--- src/rtl/memory_stage.sv ---
// Memory-access stage: scalar and 8-beat vector load/store over a 32-bit synchronous data-memory port.
// Latency: scalar/non-memory result 1 cycle, vector store 8 cycles, vector load 9 cycles (out_valid is a one-cycle pulse).
// Backpressure: Stall holds execute while a vector transfer is in flight; address range check built with MEM_ADDR_CHECK_EN.
module memory_stage #(
  parameter int DATA_W    = 32,
  parameter int VEC_W     = 256,
  parameter int ADDR_W    = 32,
  parameter int ADDR_STEP = 1,
  parameter int MEM_DEPTH = 1024
) (
  input  logic              clk,
  input  logic              rst,
  input  logic              in_valid,
  input  logic              MemRead,
  input  logic              MemWrite,
  input  logic              VecMem,
  input  logic [ADDR_W-1:0] ALUresult,
  input  logic [DATA_W-1:0] WriteData,
  input  logic [VEC_W-1:0]  VALUresult,
  output logic              Stall,
  output logic [ADDR_W-1:0] mem_addr,
  output logic [DATA_W-1:0] mem_wdata,
  output logic              mem_we,
  output logic              mem_re,
  input  logic [DATA_W-1:0] mem_rdata,
  output logic              out_valid,
  output logic [ADDR_W-1:0] ALUout,
  output logic [DATA_W-1:0] ReadData,
  output logic [VEC_W-1:0]  ReadDataV,
  output logic              mem_fault
);

  localparam int BEATS = VEC_W / DATA_W;
  localparam int BW    = $clog2(BEATS);
  localparam logic [BW-1:0] LAST_BEAT = BW'(BEATS - 1);

  localparam logic [1:0] IDLE       = 2'd0;
  localparam logic [1:0] VSTORE     = 2'd1;
  localparam logic [1:0] VLOAD      = 2'd2;
  localparam logic [1:0] VLOAD_LAST = 2'd3;

  logic [1:0]        state;
  logic [BW-1:0]     beat;
  logic [BW-1:0]     lane_idx;
  logic [ADDR_W-1:0] base;
  logic [ADDR_W-1:0] beat_addr;
  logic [VEC_W-1:0]  vbuf;       // store data during VSTORE, partial load lanes during VLOAD
  logic [ADDR_W:0]   vec_end;
  logic              chk_en;
  logic              acc, is_mem, is_st, range_bad, fault, go_vec;
  logic              we_c, re_c, stall_c;

`ifdef MEM_ADDR_CHECK_EN
  assign chk_en = 1'b1;
`else
  assign chk_en = 1'b0;
`endif

  assign acc       = (state == IDLE) & in_valid;
  assign is_mem    = MemRead | MemWrite;
  assign is_st     = MemWrite;            // read+write together is a store
  assign vec_end   = {1'b0, ALUresult} + (ADDR_W+1)'((BEATS - 1) * ADDR_STEP);
  assign range_bad = VecMem ? (vec_end[ADDR_W] | (vec_end[ADDR_W-1:0] >= ADDR_W'(MEM_DEPTH)))
                            : (ALUresult >= ADDR_W'(MEM_DEPTH));
  assign fault     = chk_en & is_mem & range_bad;
  assign go_vec    = acc & VecMem & is_mem & ~fault;
  assign beat_addr = base + ADDR_W'(beat) * ADDR_W'(ADDR_STEP);
  assign lane_idx  = beat - BW'(1);
  assign ReadData  = mem_rdata;

  // Memory strobes, address/data mux and upstream stall for the current cycle
  always_comb begin
    we_c      = 1'b0;
    re_c      = 1'b0;
    stall_c   = 1'b0;
    mem_addr  = ALUresult;
    mem_wdata = WriteData;
    case (state)
      IDLE: begin
        if (acc & is_mem & ~fault) begin
          we_c      = is_st;
          re_c      = ~is_st;
          mem_wdata = VecMem ? VALUresult[DATA_W-1:0] : WriteData;
          stall_c   = VecMem;
        end
      end
      VSTORE: begin
        we_c      = 1'b1;
        mem_addr  = beat_addr;
        mem_wdata = vbuf[beat*DATA_W +: DATA_W];
        stall_c   = (beat != LAST_BEAT);
      end
      VLOAD: begin
        re_c     = 1'b1;
        mem_addr = beat_addr;
        stall_c  = 1'b1;
      end
      default: ;
    endcase
  end

  // Reset kills strobes and stall immediately, not only at the next edge
  assign mem_we = we_c & rst;
  assign mem_re = re_c & rst;
  assign Stall  = stall_c & rst;

  // Sequencer: accept, vector beat counting, load assembly and result pulse
  always_ff @(posedge clk or negedge rst) begin
    if (!rst) begin
      state     <= IDLE;
      beat      <= '0;
      base      <= '0;
      vbuf      <= '0;
      out_valid <= 1'b0;
      ALUout    <= '0;
      ReadDataV <= '0;
      mem_fault <= 1'b0;
    end else begin
      out_valid <= 1'b0;
      case (state)
        IDLE: begin
          if (acc) begin
            ALUout <= ALUresult;
            if (go_vec) begin
              base <= ALUresult;
              beat <= BW'(1);        // beat 0 goes out this cycle from live inputs
              if (is_st) begin
                vbuf  <= VALUresult;
                state <= VSTORE;
              end else begin
                state <= VLOAD;
              end
            end else begin
              out_valid <= 1'b1;
              mem_fault <= fault;
            end
          end
        end
        VSTORE: begin
          beat <= beat + BW'(1);
          if (beat == LAST_BEAT) begin
            state     <= IDLE;
            out_valid <= 1'b1;
            mem_fault <= 1'b0;
          end
        end
        VLOAD: begin
          // read data lags the strobe by one cycle, so this is the previous beat's lane
          vbuf[lane_idx*DATA_W +: DATA_W] <= mem_rdata;
          beat <= beat + BW'(1);
          if (beat == LAST_BEAT) state <= VLOAD_LAST;
        end
        default: begin
          ReadDataV <= {mem_rdata, vbuf[VEC_W-DATA_W-1:0]};
          out_valid <= 1'b1;
          mem_fault <= 1'b0;
          state     <= IDLE;
        end
      endcase
    end
  end

endmodule
--- config.mk ---
export PLATFORM = sky130hd
export DESIGN_NAME = memory_stage
export DESIGN_NICKNAME = d
export VERILOG_FILES = /design/src/rtl/memory_stage.sv
export SDC_FILE = /design/constraint.sdc
export NUM_CORES = 1
export LEC_CHECK = 0
export CAP_MARGIN = 5
export CORE_AREA = 3 3 287 289
export DETAILED_ROUTE_END_ITERATION = 10
export DIE_AREA = 0 0 290 292
export DONT_BUFFER_PORTS = 1
export HOLD_SLACK_MARGIN = 0.03
export SLEW_MARGIN = 0
export SYNTH_ARGS = -nofsm -noshare
export SYNTH_HDL_FRONTEND = slang
export SYNTH_SLANG_ARGS = --single-unit
--- constraint.sdc ---
create_clock -name clk -period 3.6 [get_ports clk]
set_input_delay 0.72 -clock clk [delete_from_list [all_inputs] [get_ports clk]]
set_output_delay 0.72 -clock clk [all_outputs]
set_load 0.005 [all_outputs]
==> Yosys cells after proc, flatten, opt, wreduce, memory -nomap -nowiden <==
Cells that the tools add are included.
{ "totals": {"output_inout_bits": 389, "reg_bits": 583, "in_bits": 358, "elab_cells": 78} }
{ "classes": {"n_shift": 3, "addsub": 4, "n_eq_ne": 10, "reduce_logical": 11, "bitwise": 10, "muxes": 32} }
{ "ops": {"columns": ["operator", "count"], "rows": [
  ["$mux W256", 3],
  ["$pmux W256 S2", 1],
  ["$bwmux W256", 1],
  ["$shift A32 B34 Y256 const A", 1],
  ["$shiftx A256 B9 Y32", 1],
  ["$shiftx A32 B34 Y256", 1],
  ["$mux W32", 3],
  ["$pmux W32 S2", 1],
  ["$neg A8 Y34", 1],
  ["$add A32 B3 Y32", 1],
  ["$ne A2 B2 Y1 const B", 6],
  ["$reduce_and A4 Y1", 3],
  ["$mux W2", 5],
  ["$mux W1", 9],
  ["$pmux W1 S3", 3],
  ["$and A1 B1 Y1", 7],
  ["$mux W3", 2],
  ["$pmux W2 S3", 1],
  ["$pmux W3 S2", 1],
  ["$reduce_and A3 Y1", 2],
  ["$pmux W1 S2", 2],
  ["$reduce_bool A2 Y1", 2],
  ["$add A3 B1 Y3 const B", 1],
  ["$eq A3 B3 Y1 const B", 1],
  ["other kinds (10)", 11]
]} }

==> Logic depth before layout (Yosys ltp) <==
{ "depth": {"word_depth": 7, "depth_mapped": 13, "mapped_depth_nobuf": 9} }

==> Worst setup path before layout <==
No wires, ideal clock.
{ "synth_path": {"kind": "flip-flop to flip-flop", "start": "register beat[1]", "end": "register vbuf[66]", "period_less_slack_ns": 3.653, "arrival_time_ns": 3.589, "required_time_ns": 3.536, "setup_ns": 0.064, "n_path_buf": 4, "slack_ns": -0.053, "stages_incl_launch_ff": 14, "cell_sequence": "dfrtp_1 > clkbuf_1 > clkbuf_1 > inv_1 > ha_1 > xor2_2 > inv_1 > ha_1 > buf_2 > inv_1 > nor4_1 > clkbuf_1 > a22o_1 > mux2_2"} }
{ "synth_via": {"elab_chain_cells": 5, "elab_cells_between_ends": 6, "classes_between": "add/sub (2); shift (2); mux (2)"} }
{ "synth_rtl": {"columns": ["element", "line_no", "rtl"], "rows": [
  ["from (decl)", "43", "logic [BW-1:0] beat;"],
  ["from (signal assigned)", "140", "beat <= beat + BW'(1);"],
  ["from (signal assigned)", "150", "beat <= beat + BW'(1);"],
  ["$sub A3 B1 Y3 (*)", "68", "assign lane_idx = beat - BW'(1);"],
  ["$neg A8 Y34 (*)", "149", "vbuf[lane_idx*DATA_W +: DATA_W] <= mem_rdata;"],
  ["$shiftx A32 B34 Y256 or $shift A32 B34 Y256 (tied branches)", "149", null],
  ["$bwmux W256 (*)", "149", null],
  ["$pmux W256 S2 (*)", "120", "case (state)"],
  ["to (signal assigned)", "128", "vbuf <= VALUresult;"],
  ["to (signal, indexed assignment)", "149", null],
  ["to (decl)", "47", "logic [VEC_W-1:0] vbuf;"]
]} }
Mark *: on every way between the ends. The rest lies on a longest branch, timed or not.
A chain may end at the register's enable or synchronous reset.

==> Worst setup path in the final report <==
{ "layout_path": {"start": "register beat[0]", "end": "output port mem_addr[24]"} }
{ "layout_via": {"elab_chain_cells": 2} }
{ "layout_rtl": {"columns": ["element", "line_no", "rtl"], "rows": [
  ["$add A32 B3 Y32", "67", "assign beat_addr = base + ADDR_W'(beat) * ADDR_W'(ADDR_STEP);"],
  ["$mux W32", "78", "case (state)"],
  ["to (decl)", "21", "output logic [ADDR_W-1:0] mem_addr,"]
]} }
No other way between the ends.

==> summary.md <==
| Metric | Value |
|---|---|
| Seq/Total Area, Yosys | 50.7% |
| Post-Syn Instances | 2,330 |
| Via-per-instance ratio | 6.15 |
| Crit Path Class | reg -> out |
| Clock skew | 0.0309 ns |
| GRT Total Usage | 27.4% |
| Wire length per cell | 35.0 um |
| Share of cells above drive strength 1 | 36.6% |
| Setup slack, reg-to-reg | 0.14 ns |
| Largest cells by area after synthesis | dfrtp_1 51%, mux2_2 20%, mux4_2 5.0%, o2bb2ai_1 3.9%, nand2_1 3.7% |
| P_sw | 13.9 mW |
| Placed cell areas | 0.0301 mm2 |
| Max-cap viol count | 0 |
| Clock slew at reported path FFs | 0.06 ns |
| CTS tree | built |
| GP Congestion | 0.932 |
| Combinational Power Share | 42.0% |
| Start of the worst register-to-register path | beat[0] |
| Chip Height | 292 um |
| Area grow syn2layout | 15.5% |
| Internal | 21.6 mW |
| Status | finished, violations left |
| RSZ-0062 raised after global routing | true |
| Num ports | 747 |
| R2r endpoint | vbuf[64] |
| Tcrit/Tclk final | 99.1% |
| Final Max Slew Viols | 228 |
| Worst Tran Pin Value | 1.98 ns |
| Initial antenna violation count | 16 |
| Sw Share | 39.2% |
| Initial Util | 35.9% |
| Core Util, Final | 41.4% |
| Clock root buffer | clkbuf_16 |
| Setup TNS | 0 ns |
| Critical Path Slowest Stage Cell | or4_4 |
| Peak VDD IR | 0.467 mV |
| Sequential share of power | 36.8% |
| H-tree Lvls | 3 |
| Most common flop cell mapped by yosys | dfrtp_1 |
| Tmin final | 3.57 ns |
| Total Power Consumption | 35.4 mW |
| Rows | 104 |
| CTS Sinks | 582 |
| DIE AREA | 0.0847 mm2 |
| Pleak | 13.8 nW |
| Critical path startpoint category | flop |
| Clk buf depth | 3 |
| R2r worst-path depth | 11 |
| Fmax | 280 MHz |
| Syn_area_per_cell | 12.3 um2 |
| Remaining antenna violation count | 0 |
| PortBufs | 0 |
| Via Count | 21.0k |
| CP cell instances | ha_4 -> inv_2 -> fa_2 -> nor2b_4 -> o2111ai_2 -> buf_6 -> or4_4 -> a31oi_4 -> buf_6 |
| Cell Area, Synth | 0.0287 mm2 |
| Max-slew headroom | -32.0% |
| Share of async-settable or async-resettable flops after synthesis | 100% |
| EDFF count, synth | 0 |
| TritonCTS Buffers | 69 |
| Pin count of the biggest net entering global routing | 586 |
| Final hold violations | 86 |
| Gr ovfl total | 0 |
| DRT iter0 DRCs | 1,838 |
| Critical path endpoint category | output port |
| Yosys top cell by area | dfrtp_1 |
| Synthesis-stage register bit count | 582 |
| Crit path max fanout | 8 |
| Distinct cells, synth | 57 |
| # DRC | 0 |
| Critical Path Most Common Cell | buf_6 |
| Top cell type's share of synthesized area | 50.7% |
| Post-Syn Nets | 2,705 |
| CP peak stage delay | 0.52 ns |
| Hold_ws | -0.181 ns |
| Worst hold path type | in -> async |
| Vias in the first global route | 22.2k |
| HPWL Detailed | 81,000 um |
| CP Data Required Time | 2.88 ns |
| Pwr Density | 1070 mW/mm2 |
| DIE WIDTH | 290 um |
| First-pass GRT wire length | 170,000 um |
| Crit path DAT | 2.85 ns |
| Clk network pwr share | 21.2% |
| Pre-antenna DRT Iters | 6 |
| Setup Viol. Count Final | 0 |
| Failing checks | hold timing, slew limit |
| Commonest cells post-synth | 582 x dfrtp_1, 508 x mux2_2, 285 x nand2_1 |
| Detailed Route WL | 120,000 um |
| Post-route cell area | 0.0332 mm2 |
| Nets | 2,671 |
| Worst-skew pair later-pin latency | 0.62 ns |
| Core ar. | 0.0802 mm2 |
| Yosys warns | 0 |
| Count leader, synth | dfrtp_1 |
-- logic make-up after synthesis --
| kind of cell | Yosys count | synth area share [%] |
|---|---|---|
| fa+ha+maj | 17 | 0.766 |
| buf+inv | 240 | 3.90 |
| simple gates | 421 | 6.53 |
| xor+xnor | 10 | 0.331 |
| flops | 582 | 50.7 |
| mux | 581 | 25.3 |
| other cells | 1 | 0.0130 |
| compound gates | 478 | 12.5 |
-- layer usage --
layer	wire length [um]	global-route usage, %	vias up
met5	34	0	-
met2	56900	44.3	1171
met3	11200	8.47	250
met4	4220	10.1	4
li1	-	-	8660
met1	47500	34.7	11000
-- worst max-delay path, delay by kind of cell (launching register included) --
| family | cells | cell delay, ns |
|---|---|---|
| AOI/OAI and AO/OA | 2 | 0.29 |
| DFF | 1 | 0.47 |
| and+or+nand+nor | 2 | 0.67 |
| adders and majority gates | 2 | 0.51 |
| buffers and inverters | 3 | 0.30 |
-- placed cells by master, fill, tap and decap left out, types with 7 or more instances in the layout --
cell type,instances
buf_4,80
nand3_1,13
o31ai_1,14
inv_6,7
nor2_1,32
a22o_1,95
inv_1,17
o21ai_0,17
or4_1,11
o22ai_1,64
a31oi_1,13
mux4_2,64
clkinv_2,9
o2bb2ai_1,128
dfrtp_1,577
buf_12,21
ha_1,8
clkbuf_1,12
or3_1,7
mux2_2,507
bufinv_16,7
clkbuf_16,71
and3_1,35
clkbuf_8,13
a221o_1,30
mux2_1,7
nand4_1,7
diode_2,12
a21oi_1,78
nand2_1,283
o211ai_1,8
-- layout make-up --
class                   count  area (um2)
well taps                1060        1330
flip-flops and latches    582       14600
diodes                     12        30.0
repair buffers            114        1320
multi-input cells        1508       13500
inverters                  21        86.3
clock inverters            31         427
fillers                  7497       47000
clock buffers              95        1980
-- repair_timing --
item | CTS | global route
gates resized for setup | 36 | 14
endpoints found under the setup margin | 40 | 20
pin swaps | 19 | 13
cloned | 4 | 1
hold endpoints to repair | 582 | 397
setup buffers | 12 | 16
-- per-stage QoR --
step | setup WS (ns) | std cells
floorplan | 0.107 | 2330
global placement | 0.291 | 3252
detailed placement | 0.311 | 3252
CTS | -0.0256 | 3394
global route | -0.0824 | 3420
finish | 0.0326 | 3423
-- worst max path at each step --
stage          startpoint      endpoint  slack (ns)  depth (start not counted)
6_report          beat[0]  mem_addr[24]        0.03                          9
3_3_place_gp      beat[0]  mem_addr[30]        0.29                          9
3_5_place_dp      beat[1]      vbuf[64]        0.31                         11
4_1_cts           beat[0]  mem_addr[26]       -0.03                          9
2_1_floorplan     beat[1]      vbuf[22]        0.11                         12
5_1_grt           beat[0]  mem_addr[24]       -0.08                          9
-- power groups by stage --
stage / logic (mW) / clock network, mW / registers [mW]
detailed placement: 14.1 / 0 / 13.1
global placement: 13.8 / 0 / 13.0
global route: 15.9 / 7.92 / 13.4
CTS: 14.7 / 7.66 / 13.0
finish: 14.9 / 7.51 / 13.0
floorplan: 10.1 / 0 / 11.5
-- state kept, by name, indices dropped and copies added, names as in the netlist --
| signal | cells |
|---|---|
| ReadDataV | 256 |
| vbuf | 256 |
| ALUout | 32 |
| base | 32 |
| beat | 3 |
| state | 2 |
| out_valid | 1 |
No activity file was read; power rests on OpenSTA's default activity.
